**config.mk**
```make
export PLATFORM = sky130hd
export DESIGN_NAME = dir_input_encoder
export DESIGN_NICKNAME = d
export VERILOG_FILES = /design/src/rtl/dir_input_encoder.sv
export SDC_FILE = /design/constraint.sdc
export NUM_CORES = 1
export LEC_CHECK = 0
export CAP_MARGIN = 20
export CORE_AREA = 2 2 59 61
export DETAILED_ROUTE_END_ITERATION = 10
export DIE_AREA = 0 0 61 63
export GPL_ROUTABILITY_DRIVEN = 0
export PLACE_DENSITY_LB_ADDON = 0.12
export SLEW_MARGIN = 10
export SYNTH_ARGS = -nofsm -noshare
export SYNTH_HDL_FRONTEND = slang
export SYNTH_SLANG_ARGS = --single-unit
```
**constraint.sdc**
```tcl
create_clock -name clk -period 1.4 [get_ports clk]
set_input_delay 0.21 -clock clk [delete_from_list [all_inputs] [get_ports clk]]
set_output_delay 0.21 -clock clk [all_outputs]
set_load 0.01 [all_outputs]
```
**src/rtl/dir_input_encoder.sv**
```systemverilog
// Pushbutton front end for the snake game: synchronize, debounce, pick one press
// per cycle and apply the no-reversal rule. Define DIR_TURN_BUFFER_EN to queue turns until move_tick.
module dir_input_encoder #(
  parameter int DEBOUNCE_CYCLES = 2,
  parameter int CNT_W           = 4
) (
  input  logic       clk,
  input  logic       rst,
  input  logic [3:0] pb_i,
  input  logic       enable,
`ifdef DIR_TURN_BUFFER_EN
  input  logic       move_tick,
`endif
  output logic [3:0] direction,
  output logic [1:0] dir_code,
  output logic       dir_strobe,
  output logic       reject_pulse
);

  // Encoding equals the bit position in pb_i/direction; opposites differ only in bit 0.
  typedef enum logic [1:0] {
    DIR_RIGHT = 2'd0,
    DIR_LEFT  = 2'd1,
    DIR_DOWN  = 2'd2,
    DIR_UP    = 2'd3
  } dir_e;

  function automatic dir_e opposite(input dir_e d);
    return dir_e'(d ^ 2'd1);
  endfunction

  logic [3:0]       sync1_q, sync2_q;
  logic [3:0]       stable_q, stable_d;
  logic [3:0]       press_q, press_d;
  logic [CNT_W-1:0] cnt_q [4];
  logic [CNT_W-1:0] cnt_d [4];
  dir_e             head_q, head_d;
  logic             strobe_q, strobe_d;
  logic             reject_q, reject_d;
  logic             evt_valid;
  dir_e             evt_code;

  // NOTE: every register here, the small counter array included, is reset; a
  // mid-debounce reset must discard partial counts, so nothing is left to power-up state.
  always_ff @(posedge clk or posedge rst) begin
    if (rst) begin
      sync1_q  <= '0;
      sync2_q  <= '0;
      stable_q <= '0;
      press_q  <= '0;
      for (int i = 0; i < 4; i++) cnt_q[i] <= '0;
    end else begin
      // NOTE: non-blocking assignments so each flop samples the pre-edge value of
      // its neighbour; blocking here would collapse the two synchronizer stages.
      sync1_q  <= pb_i;
      sync2_q  <= sync1_q;
      stable_q <= stable_d;
      press_q  <= press_d;
      for (int i = 0; i < 4; i++) cnt_q[i] <= cnt_d[i];
    end
  end

  // NOTE: each combinational output gets a default before any branch, so no path
  // leaves a signal unassigned and no latch is inferred.
  always_comb begin
    stable_d = stable_q;
    for (int i = 0; i < 4; i++) begin
      cnt_d[i] = '0;
      if (sync2_q[i] != stable_q[i]) begin
        if (cnt_q[i] == CNT_W'(DEBOUNCE_CYCLES - 1)) stable_d[i] = ~stable_q[i];
        else                                          cnt_d[i]    = cnt_q[i] + CNT_W'(1);
      end
    end
    press_d = stable_d & ~stable_q;
  end

  always_comb begin
    evt_valid = |press_q;
    evt_code  = DIR_RIGHT;
    if      (press_q[3]) evt_code = DIR_UP;
    else if (press_q[2]) evt_code = DIR_DOWN;
    else if (press_q[1]) evt_code = DIR_LEFT;
  end

`ifdef DIR_TURN_BUFFER_EN
  dir_e       fifo_q [2];
  dir_e       fifo_d [2];
  logic [1:0] count_q, count_d;
  logic [1:0] level;
  dir_e       ref_code;

  always_ff @(posedge clk or posedge rst) begin
    if (rst) begin
      fifo_q[0] <= DIR_RIGHT;
      fifo_q[1] <= DIR_RIGHT;
      count_q   <= '0;
    end else begin
      fifo_q    <= fifo_d;
      count_q   <= count_d;
    end
  end

  // Presses are judged against where the snake will be heading once the queue drains.
  always_comb begin
    head_d   = head_q;
    strobe_d = 1'b0;
    reject_d = 1'b0;
    fifo_d   = fifo_q;
    level    = count_q;
    ref_code = (count_q == 2'd2) ? fifo_q[1] : (count_q == 2'd1) ? fifo_q[0] : head_q;
    if (move_tick && count_q != 2'd0) begin
      head_d    = fifo_q[0];
      strobe_d  = 1'b1;
      fifo_d[0] = fifo_q[1];
      level     = count_q - 2'd1;
    end
    if (enable && evt_valid) begin
      if (count_q == 2'd2 || evt_code == opposite(ref_code)) begin
        reject_d = 1'b1;
      end else if (evt_code != ref_code) begin
        fifo_d[level[0]] = evt_code;
        level            = level + 2'd1;
      end
    end
    count_d = level;
  end
`else
  always_comb begin
    head_d   = head_q;
    strobe_d = 1'b0;
    reject_d = 1'b0;
    if (enable && evt_valid) begin
      if (evt_code == opposite(head_q)) begin
        reject_d = 1'b1;
      end else if (evt_code != head_q) begin
        head_d   = evt_code;
        strobe_d = 1'b1;
      end
    end
  end
`endif

  always_ff @(posedge clk or posedge rst) begin
    if (rst) begin
      head_q   <= DIR_RIGHT;
      strobe_q <= 1'b0;
      reject_q <= 1'b0;
    end else begin
      head_q   <= head_d;
      strobe_q <= strobe_d;
      reject_q <= reject_d;
    end
  end

  // Heading is held as a code, so the one-hot view cannot ever have zero or two bits set.
  assign direction    = 4'b0001 << head_q;
  assign dir_code     = head_q;
  assign dir_strobe   = strobe_q;
  assign reject_pulse = reject_q;

endmodule

```
==> flow_summary_export.csv, run 1 <==
group,metric,value,unit
clock_network,ctsHoldBuffers,0,
floorplan,dieHeight,63,um
timing,hold-worst-slack,0.219,ns
clock_network,numClockSinks,36,
synth,syn_inst,123,
critical_path,path_class,"flip-flop to output pin",
clock_network,clk_pin_slew,0.11,ns
route,vias_per_cell,4.83,
floorplan,floorplan.die_area,3840,um2
synth,syn_nets,136,
pwr,p_leak,0.911,nW
placement,pre_cts_ws,-0.0415,ns
route,vias,1004,
placement,port_buffers,14,
floorplan,num_rows,21,
critical_path,required,1.19,ns
clock_network,numCtsBuffers,5,
finish,drive_gt1_share,30.2,%
finish,finish.instance_area,1970,um2
timing,maxSlewHeadroom,77.6,%
placement,hpwlAfterDp,1600,um
synth,yosysWarningCount,0,
placement,placed_area,1780,um2
timing,setup_tns,-0.136,ns
route,wl_per_cell,12.2,um
route,wl_met3,88,um
synth,synth_top_cell_by_area,"dfrtp_1",
timing,final_max_slew_viol_count,0,
synth,syn_area,1500,um2
global_routing,grt_max_degree,37,
synth,synth_top_area_share,60.0,%
critical_path,crit_buf_inv,2,
timing,period_needed,1.44,ns
timing,finalHoldViolations,0,
synth,ys_seq_area_share,60.0,%
critical_path,worstRegToRegCells,4,
global_routing,antenna_found_initial,0,
floorplan,die_x,61,um
critical_path,crit_arrival,1.23,ns
critical_path,r2r-start,"dir_code[1]",
status,status,"finished with violations",
pwr,vdd_drop_max,0.965,mV
finish,final_nets,174,
critical_path,r2r_setup_slack,-0.04,ns
timing,fmax,0.692,GHz
status,violations,"negative setup slack",
critical_path,cp_cell_sequence,"buf_4 > and2b_2 > buf_6",
global_routing,grt_overflow,0,
critical_path,crit_slowest_cell,"dfrtp_2",
critical_path,slowest_delay,0.45,ns
critical_path,worstSetupPathDepth,3,
global_routing,grt_pass1_wl,4300,um
floorplan,boundaryPins,15,
route,antenna_left,0,
critical_path,worstReg2RegEnd,"reject_pulse",
synth,netlist-cell-type-count,26,
clock_network,clk_path_buf_depth,2,
clock_network,cts_root_buf,"clkbuf_4",
route,top_layer,"met4",
timing,skew,0.00637,ns
finish,syn2layout_area_growth,31.3,%
synth,syn_area_per_cell,12.2,um2
route,drcViolationCount,0,
route,wl_met2,1330,um
route,totalWireLength,2530,um
synth,synth_seq_cells,36,
critical_path,path_max_fanout,3,
critical_path,crit_family,"flip-flops",
route,wl_met1,1050,um
finish,diodes,0,
clock_network,cts-htree-levels,2,
clock_network,cts_tree,"built",
critical_path,critPathCaptureType,"output pin",
worst_hold_path,min_path_type,"primary input to async pin",
timing,tightest_slew,0.334,ns
global_routing,grt_pass1_vias,1041,
timing,rsz0062_at_grt,"yes",
job,maxCapViolations,0,
route,drt_iter0_markers,48,
synth,netlist_top_cells_area,"dfrtp_1 (60%), ha_1 (5.0%), nor2_1 (4.7%)",
critical_path,startpoint_type,"flip-flop",
floorplan,initial_utilization,46.5,%
timing,setup_slack,-0.0448,ns
route,drtPass1Iterations,4,
pwr,power_density,1860,nW/um2
timing,setup_viol,4,
floorplan,core,3230,um2
clock_network,clk-insertion-delay-late,0.33,ns
timing,final.period_utilization,103,%
global_routing,grt.total_usage,15.2,%
[cells by family after synthesis]
group	count (synthesis)	share of synthesized area, %
AO/OA/AOI/OAI	10	4.42
XOR/XNOR	12	7.00
adder cells (fa/ha/maj)	6	5.00
buffers and inverters	6	2.00
flip-flops	36	60.0
multiplexers	4	3.00
AND/OR/NAND/NOR	49	18.6
[worst reg2reg max path: stages, from the launching register on]
cell and delay (ns):
dfrtp_2 0.45, buf_6 0.14, nor4b_4 0.32, a2111oi_4 0.06, a2111oi_2 0.37
[per-layer routing]
metal / up-vias / global-route usage, %
met5: - / 0
met4: 0 / 8.15
met3: 8 / 4.35
met2: 25 / 25.0
met1: 481 / 17.3
li1: 490 / -
[synthesized netlist by cell type (all sizes together)]
| master | n |
|---|---|
| o311ai | 1 |
| o21ai | 4 |
| nand2 | 5 |
| nor4b | 2 |
| nor2b | 2 |
| and2 | 1 |
| nor2 | 19 |
| nand3b | 2 |
| and2b | 3 |
| a2111oi | 2 |
| nor3b | 4 |
| mux2 | 4 |
| nand4b | 1 |
| a21oi | 2 |
| dfrtp | 36 |
| or3b | 3 |
| buf | 1 |
| xor2 | 8 |
| o211ai | 1 |
| nand3 | 4 |
| inv | 5 |
| or2 | 1 |
| xnor2 | 4 |
| ha | 6 |
| nand2b | 2 |
[final cells by class]
cell class / instances / area [um2]
clock inverter: 2 / 10.0
inverter: 5 / 18.8
fill: 283 / 1260
multi-input combinational: 81 / 626
sequential: 36 / 905
clock buffer: 6 / 51.3
timing repair buffer: 32 / 303
tap: 46 / 57.6
[worst max path at each step]
stage | from | endpoint | slack (ns)
6_report | dir_code[1] | direction[1] | -0.04
5_1_grt | dir_code[1] | direction[1] | -0.1
4_1_cts | dir_code[1] | direction[2] | -0.05
3_5_place_dp | cnt_q[13] | stable_q[0] | -0.04
3_3_place_gp | dir_code[1] | reject_pulse | -0.01
2_1_floorplan | cnt_q[13] | stable_q[0] | 0.005
[sequential cells by signal, summed over array words and instances, names as in the netlist]
signal,count
cnt_q,16
press_q,4
stable_q,4
sync1_q,4
sync2_q,4
dir_code,2
dir_strobe,1
reject_pulse,1
[placed cells by master, fill, tap and decap left out]
| cell type | n |
|---|---|
| nor3b_1 | 4 |
| a2111oi_2 | 1 |
| xor2_1 | 8 |
| inv_1 | 5 |
| buf_4 | 12 |
| buf_12 | 1 |
| clkinv_2 | 2 |
| dlygate4sd2_1 | 2 |
| a2111oi_4 | 1 |
| nand2b_1 | 2 |
| clkdlybuf4s15_1 | 2 |
| mux2_2 | 4 |
| buf_6 | 8 |
| or2_2 | 1 |
| nor4b_4 | 2 |
| nor2_1 | 19 |
| o311ai_0 | 1 |
| buf_2 | 1 |
| nand3_1 | 4 |
| o21ai_0 | 4 |
| ha_1 | 6 |
| and2_4 | 1 |
| nand2_1 | 5 |
| clkbuf_4 | 5 |
| and2b_2 | 3 |
| o211ai_1 | 1 |
| or3b_4 | 3 |
| clkbuf_8 | 1 |
| nor2b_1 | 2 |
| dfrtp_2 | 3 |
| nand4b_1 | 1 |
| dfrtp_1 | 33 |
| xnor2_1 | 4 |
| a21oi_1 | 2 |
| nand3b_1 | 2 |
| clkdlybuf4s50_1 | 6 |
[report_power, final]
part	switching (mW)	internal [mW]
logic	0.671	0.929
clock network	0.332	0.239
registers	0.208	1.29
total	1.21	2.45
[timing repair]
item	4_1_cts	5_1_grt
resized for setup	31	12
endpoints found under the setup margin	12	6
setup buffers	6	2
pin swaps	1	4
[per-stage QoR]
step / std cells / power [mW] / utilization, %
2_1_floorplan: 123 / 2.23 / -
3_3_place_gp: 192 / 2.65 / 54.9
3_5_place_dp: 192 / 2.73 / 54.9
4_1_cts: 206 / 3.48 / 58.5
5_1_grt: 208 / 3.97 / 61.0
6_report: 208 / 3.67 / 61.0
No activity file was read; power rests on OpenSTA's default activity.
==> run 2, diff against run 1 <==
==> constraint.sdc (replaced) <==
create_clock -name clk -period 1.4 [get_ports clk]
set_input_delay 0.21 -clock clk [delete_from_list [all_inputs] [get_ports clk]]
set_output_delay 0.21 -clock clk [all_outputs]
set_load 0.02 [all_outputs]
==> run 2 against run 1 <==
Compared with the run above:
- the flow still finishes with violations (negative setup slack)
- highest routed layer unchanged
- cell count fell by 0.48%
- non-clock buffer count unchanged
- sequential cell count unchanged
- critical path type unchanged
- global-route usage is 0.17 points lower
==> flow_summary_export.csv, run 2 (same netlist as run 1, synthesis figures left out) <==
group,metric,value,unit
status,status,"finished with violations",
status,violations,"negative setup slack",
timing,fmax,0.692,GHz
clock_network,cts_root_buf,"clkbuf_4",
finish,finish.instance_area,1920,um2
finish,drive_gt1_share,27.3,%
finish,final_common_cell,"dfrtp_1",
clock_network,cts-htree-levels,2,
global_routing,grt_overflow,0,
finish,regMostFlops,"cnt_q",
timing,setup_tns,-0.119,ns
worst_hold_path,min_path_type,"primary input to async pin",
timing,final_max_slew_viol_count,0,
global_routing,grt_pass1_vias,1026,
floorplan,dieHeight,63,um
clock_network,numCtsBuffers,5,
placement,port_buffers,14,
floorplan,floorplan.die_area,3840,um2
clock_network,clk-insertion-delay-late,0.33,ns
critical_path,cp_cell_sequence,"buf_4 > and2b_2 > buf_6",
finish,final_cell_mix,"dfrtp_1 (36), nor2_1 (18), buf_4 (15), xor2_1 (8)",
route,vias_per_cell,4.76,
floorplan,core,3230,um2
clock_network,clk_path_buf_depth,2,
route,totalWireLength,2420,um
route,vias,986,
critical_path,path_max_fanout,5,
finish,seq_area,901,um2
route,drtPass1Iterations,4,
timing,skew,0.00493,ns
critical_path,crit_family,"flip-flops",
finish,syn2layout_area_growth,27.8,%
global_routing,antenna_found_initial,0,
timing,maxSlewHeadroom,76.9,%
critical_path,path_class,"flip-flop to output pin",
critical_path,crit_arrival,1.24,ns
floorplan,initial_utilization,46.5,%
timing,setup_viol,3,
route,drt_iter0_markers,25,
timing,period_needed,1.45,ns
finish,final_nets,174,
placement,placed_area,1800,um2
critical_path,critPathCaptureType,"output pin",
pwr,power_density,1840,nW/um2
timing,finalHoldViolations,0,
global_routing,grt_max_degree,37,
critical_path,crit_buf_inv,2,
clock_network,numClockSinks,36,
finish,diodes,0,
critical_path,crit_slowest_cell,"dfrtp_1",
clock_network,clk_pin_slew,0.10,ns
floorplan,die_x,61,um
route,drcViolationCount,0,
finish,multi_input_area,601,um2
floorplan,num_rows,21,
pwr,vdd_drop_max,0.908,mV
clock_network,cts_tree,"built",
timing,tightest_slew,0.346,ns
global_routing,grt.total_usage,15.0,%
finish,final_util,59.4,%
route,antenna_left,0,
global_routing,grt_pass1_wl,4240,um
finish,fillCellCount,284,
floorplan,boundaryPins,15,
finish,largest_register_ffs,16,
placement,hpwlAfterDp,1630,um
clock_network,ctsHoldBuffers,0,
job,maxCapViolations,0,
critical_path,startpoint_type,"flip-flop",
critical_path,required,1.19,ns
timing,final.period_utilization,103,%
route,wl_per_cell,11.7,um
timing,rsz0062_at_grt,"yes",
critical_path,slowest_delay,0.43,ns
timing,setup_slack,-0.0458,ns
pwr,p_leak,0.891,nW
-- run 2: cell type report --
cell class                 count  area share, %
clock buffer                   6           2.15
timing repair buffer          32           15.4
clock inverter                 1          0.261
multi-input combinational     81           31.3
sequential                    36           46.9
tap                           46           3.00
inverter                       5          0.978
-- run 2: path summary, 6_finish.rpt --
kind	from	to	slack, ns	depth (start not counted)
worst max register to register	dir_code[1]	reject_pulse	-0.04	5
worst min-delay path	rst	cnt_q[8]	0.22	3
max in group asynchronous	rst	sync1_q[3]	0.99	3
worst min register to register	sync1_q[1]	sync2_q[1]	0.35	0
min in group clk	pb_i[0]	sync1_q[0]	0.31	1
worst max-delay path	dir_code[1]	direction[1]	-0.05	3
-- run 2: report_power, final --
| group | leakage [nW] | internal [mW] | switching, mW | total [mW] |
|---|---|---|---|---|
| clock | 0.0281 | 0.185 | 0.306 | 0.491 |
| combinational | 0.401 | 0.850 | 0.705 | 1.55 |
| sequential | 0.462 | 1.28 | 0.198 | 1.48 |
| total | 0.891 | 2.31 | 1.21 | 3.52 |
-- run 2: repair_timing --
item                                    4_1_cts  5_1_grt
pin swaps                                     2        2
setup buffers                                 2        3
resized for setup                            27       12
endpoints found under the setup margin       12        8
-- run 2: layer usage --
layer  vias to the layer above  GRT usage, %  routed length (um)
met2                        21          23.0                1210
li1                        486             -                   -
met4                         0          7.07                  51
met3                         6          6.42                 114
met1                       473          17.9                1040
met5                         -             0                   0
-- run 2: tightest hold or removal path: cells and delay by family --
kind / cells / cell delay, ns
buffers and inverters: 3 / 0.71
-- run 2: metrics by stage --
stage | hold slack [ns] | std cells | total power, mW | setup WS [ns]
finish | 0.222 | 207 | 3.52 | -0.0458
global route | 0.223 | 207 | 3.82 | -0.130
detailed placement | 0.335 | 195 | 2.86 | -0.0597
floorplan | 0.241 | 123 | 2.31 | 0.00523
global placement | 0.333 | 195 | 2.79 | -0.0209
CTS | 0.228 | 204 | 3.39 | -0.0509
==> run 3, diff against run 2 <==
--- a/config.mk
+++ b/config.mk
@@ -5,11 +5,13 @@
 export SDC_FILE = /design/constraint.sdc
 export NUM_CORES = 1
 export LEC_CHECK = 0
+export ABC_AREA = 1
 export CAP_MARGIN = 20
-export CORE_AREA = 2 2 59 61
+export CORE_AREA = 2 2 58 60
 export DETAILED_ROUTE_END_ITERATION = 10
-export DIE_AREA = 0 0 61 63
+export DIE_AREA = 0 0 60 62
 export GPL_ROUTABILITY_DRIVEN = 0
+export GPL_TIMING_DRIVEN = 0
 export PLACE_DENSITY_LB_ADDON = 0.12
 export SLEW_MARGIN = 10
 export SYNTH_ARGS = -nofsm -noshare
==> run 3 against run 2 <==
Compared with the run above:
- the run now ends clean
- critical path type unchanged
- area after synthesis shrank 1.5%
- worst setup slack gained 0.13 ns
- routed wire length shrank 14%
- largest power group is now registers
- first-iteration DRC count grew 16%
- sequential share of layout area grew 5.1 points
- utilization shrank 4.9 points
- design area shrank 9.7%
==> flow_summary_export.csv, run 3 <==
group,metric,value,unit
critical_path,crit_family,"flip-flops",
placement,hpwlAfterDp,1440,um
clock_network,clk_path_buf_depth,2,
global_routing,antenna_found_initial,0,
synth,netlist_top_cells_area,"dfrtp_1 (61%), nor2_1 (5.8%), nand2_1 (5.3%)",
clock_network,numClockSinks,36,
finish,syn2layout_area_growth,17.2,%
floorplan,floorplan.die_area,3720,um2
clock_network,cts_tree,"built",
global_routing,grt_overflow,0,
floorplan,die_x,60,um
finish,fin_cells,212,
clock_network,clk-insertion-delay-late,0.33,ns
clock_network,numCtsBuffers,5,
route,drtPass1Iterations,4,
critical_path,path_max_fanout,6,
timing,final_max_slew_viol_count,0,
critical_path,cp_cell_sequence,"dlygate4sd2_1",
finish,largest_register_ffs,16,
finish,final_cell_mix,"dfrtp_1 (35), nor2_1 (23), nand2_1 (21), inv_1 (13), nand3_1 (7)",
floorplan,boundaryPins,15,
synth,synth_commonest_cells,"dfrtp_1 (36), nor2_1 (23), nand2_1 (21), inv_1 (14), nand3_1 (7)",
route,vias,943,
synth,synthFlopType,"dfrtp_1",
critical_path,startpoint_type,"flip-flop",
synth,synthArstFlopShare,100,%
synth,syn_inst,143,
worst_hold_path,min_path_type,"primary input to async pin",
route,wl_per_cell,9.83,um
timing,period_needed,1.32,ns
synth,syn_nets,156,
clock_network,cts_root_buf,"clkbuf_4",
synth,syn_area,1480,um2
global_routing,grt_pass1_wl,3680,um
critical_path,slowest_delay,0.45,ns
pwr,vdd_drop_max,0.788,mV
clock_network,clk_pin_slew,0.10,ns
synth,syn_area_per_cell,10.3,um2
route,antenna_left,0,
timing,finalHoldViolations,0,
route,totalWireLength,2090,um
synth,synth_top_cell_by_area,"dfrtp_1",
critical_path,path_class,"flip-flop to output pin",
critical_path,crit_buf_inv,1,
finish,drive_gt1_share,15.7,%
finish,final_nets,179,
synth,synth_top_area_share,60.9,%
critical_path,crit_arrival,1.11,ns
route,vias_per_cell,4.45,
critical_path,required,1.19,ns
timing,final.period_utilization,94.0,%
finish,finish.instance_area,1730,um2
placement,placed_cells_incl_taps,203,
route,drt_iter0_markers,29,
placement,pre_cts_ws,-0.0914,ns
timing,setup_slack,0.0836,ns
timing,tightest_slew,0.712,ns
critical_path,crit_slowest_cell,"dfrtp_2",
timing,maxSlewHeadroom,52.5,%
placement,port_buffers,14,
synth,yosysWarningCount,0,
global_routing,grt_pass1_vias,886,
status,status,"completed",
clock_network,cts-htree-levels,2,
route,drcViolationCount,0,
timing,setup_viol,0,
synth,netlist-cell-type-count,17,
floorplan,dieHeight,62,um
synth,yosysMostFrequentCell,"dfrtp_1",
global_routing,grt.total_usage,13.9,%
synth,synth_seq_cells,36,
synth,synth-edff-count,0,
floorplan,initial_utilization,46.5,%
finish,final_util,54.5,%
finish,final_common_cell,"dfrtp_1",
pwr,power_density,1810,nW/um2
synth,ys_seq_area_share,60.9,%
job,maxCapViolations,0,
finish,regMostFlops,"cnt_q",
timing,hold-worst-slack,0.305,ns
floorplan,core,3180,um2
pwr,p_leak,0.878,nW
global_routing,grt_max_degree,37,
timing,skew,0.00207,ns
finish,diodes,0,
timing,rsz0062_at_grt,"no",
floorplan,num_rows,21,
critical_path,critPathCaptureType,"output pin",
placement,placed_area,1680,um2
timing,fmax,0.760,GHz
-- run 3: cell types whose count changed after synthesis, sizes merged, moves of 4 or more --
cell,before,now
mux2,4,0
nor2,19,23
nand2,5,26
inv,5,17
nor3,0,4
-- run 3: metrics by stage --
step / setup TNS [ns] / power, mW
floorplan: 0 / 2.26
global placement: -12.70 / 2.57
detailed placement: -0.0914 / 2.63
CTS: 0 / 3.22
global route: 0 / 3.44
finish: 0 / 3.14
-- run 3: cell type report --
type                    count  area (um2)
fillers                   308        1450
repair buffers             16         130
clock buffers               7        65.1
well taps                  46        57.6
multi-input cells          90         514
flip-flops and latches     36         902
inverters                  17        63.8
-- run 3: path summary, 6_finish.rpt --
path,from,end,slack [ns],cells after the start
max,dir_code[1],dir_code[1],0.08,1
min in group clk,pb_i[3],sync1_q[3],0.31,1
max in group asynchronous,rst,dir_code[1],0.60,2
min,rst,cnt_q[10],0.31,2
max reg2reg,cnt_q[4],cnt_q[6],0.32,4
min reg2reg,sync1_q[2],sync2_q[2],0.36,0
-- run 3: logic make-up (layout without fill, tap and decap cells) --
kind of cell	count (synthesis)	after routing	share of synthesized area, %
fa+ha+maj	6	6	5.08
xor+xnor	11	11	6.51
simple gates	63	63	19.4
flops	36	36	60.9
buf+inv	17	40	4.31
compound gates	10	10	3.81
-- run 3: report_power, final --
group	total (mW)	switching, mW	internal, mW
clock network	0.597	0.312	0.285
registers	1.49	0.214	1.28
logic	1.05	0.613	0.440
total	3.14	1.14	2.00
-- run 3: per-layer routing --
layer,GRT usage [%],share of wire (%)
met4,10.5,2.4
met2,20.5,46
met5,0,0
met1,17.0,47
met3,4.35,4.6
-- run 3: what timing repair did --
item,4_1_cts,5_1_grt
setup buffers,2,0
hold buffers,0,0
gates resized for setup,18,3
endpoints found under the setup margin,8,3
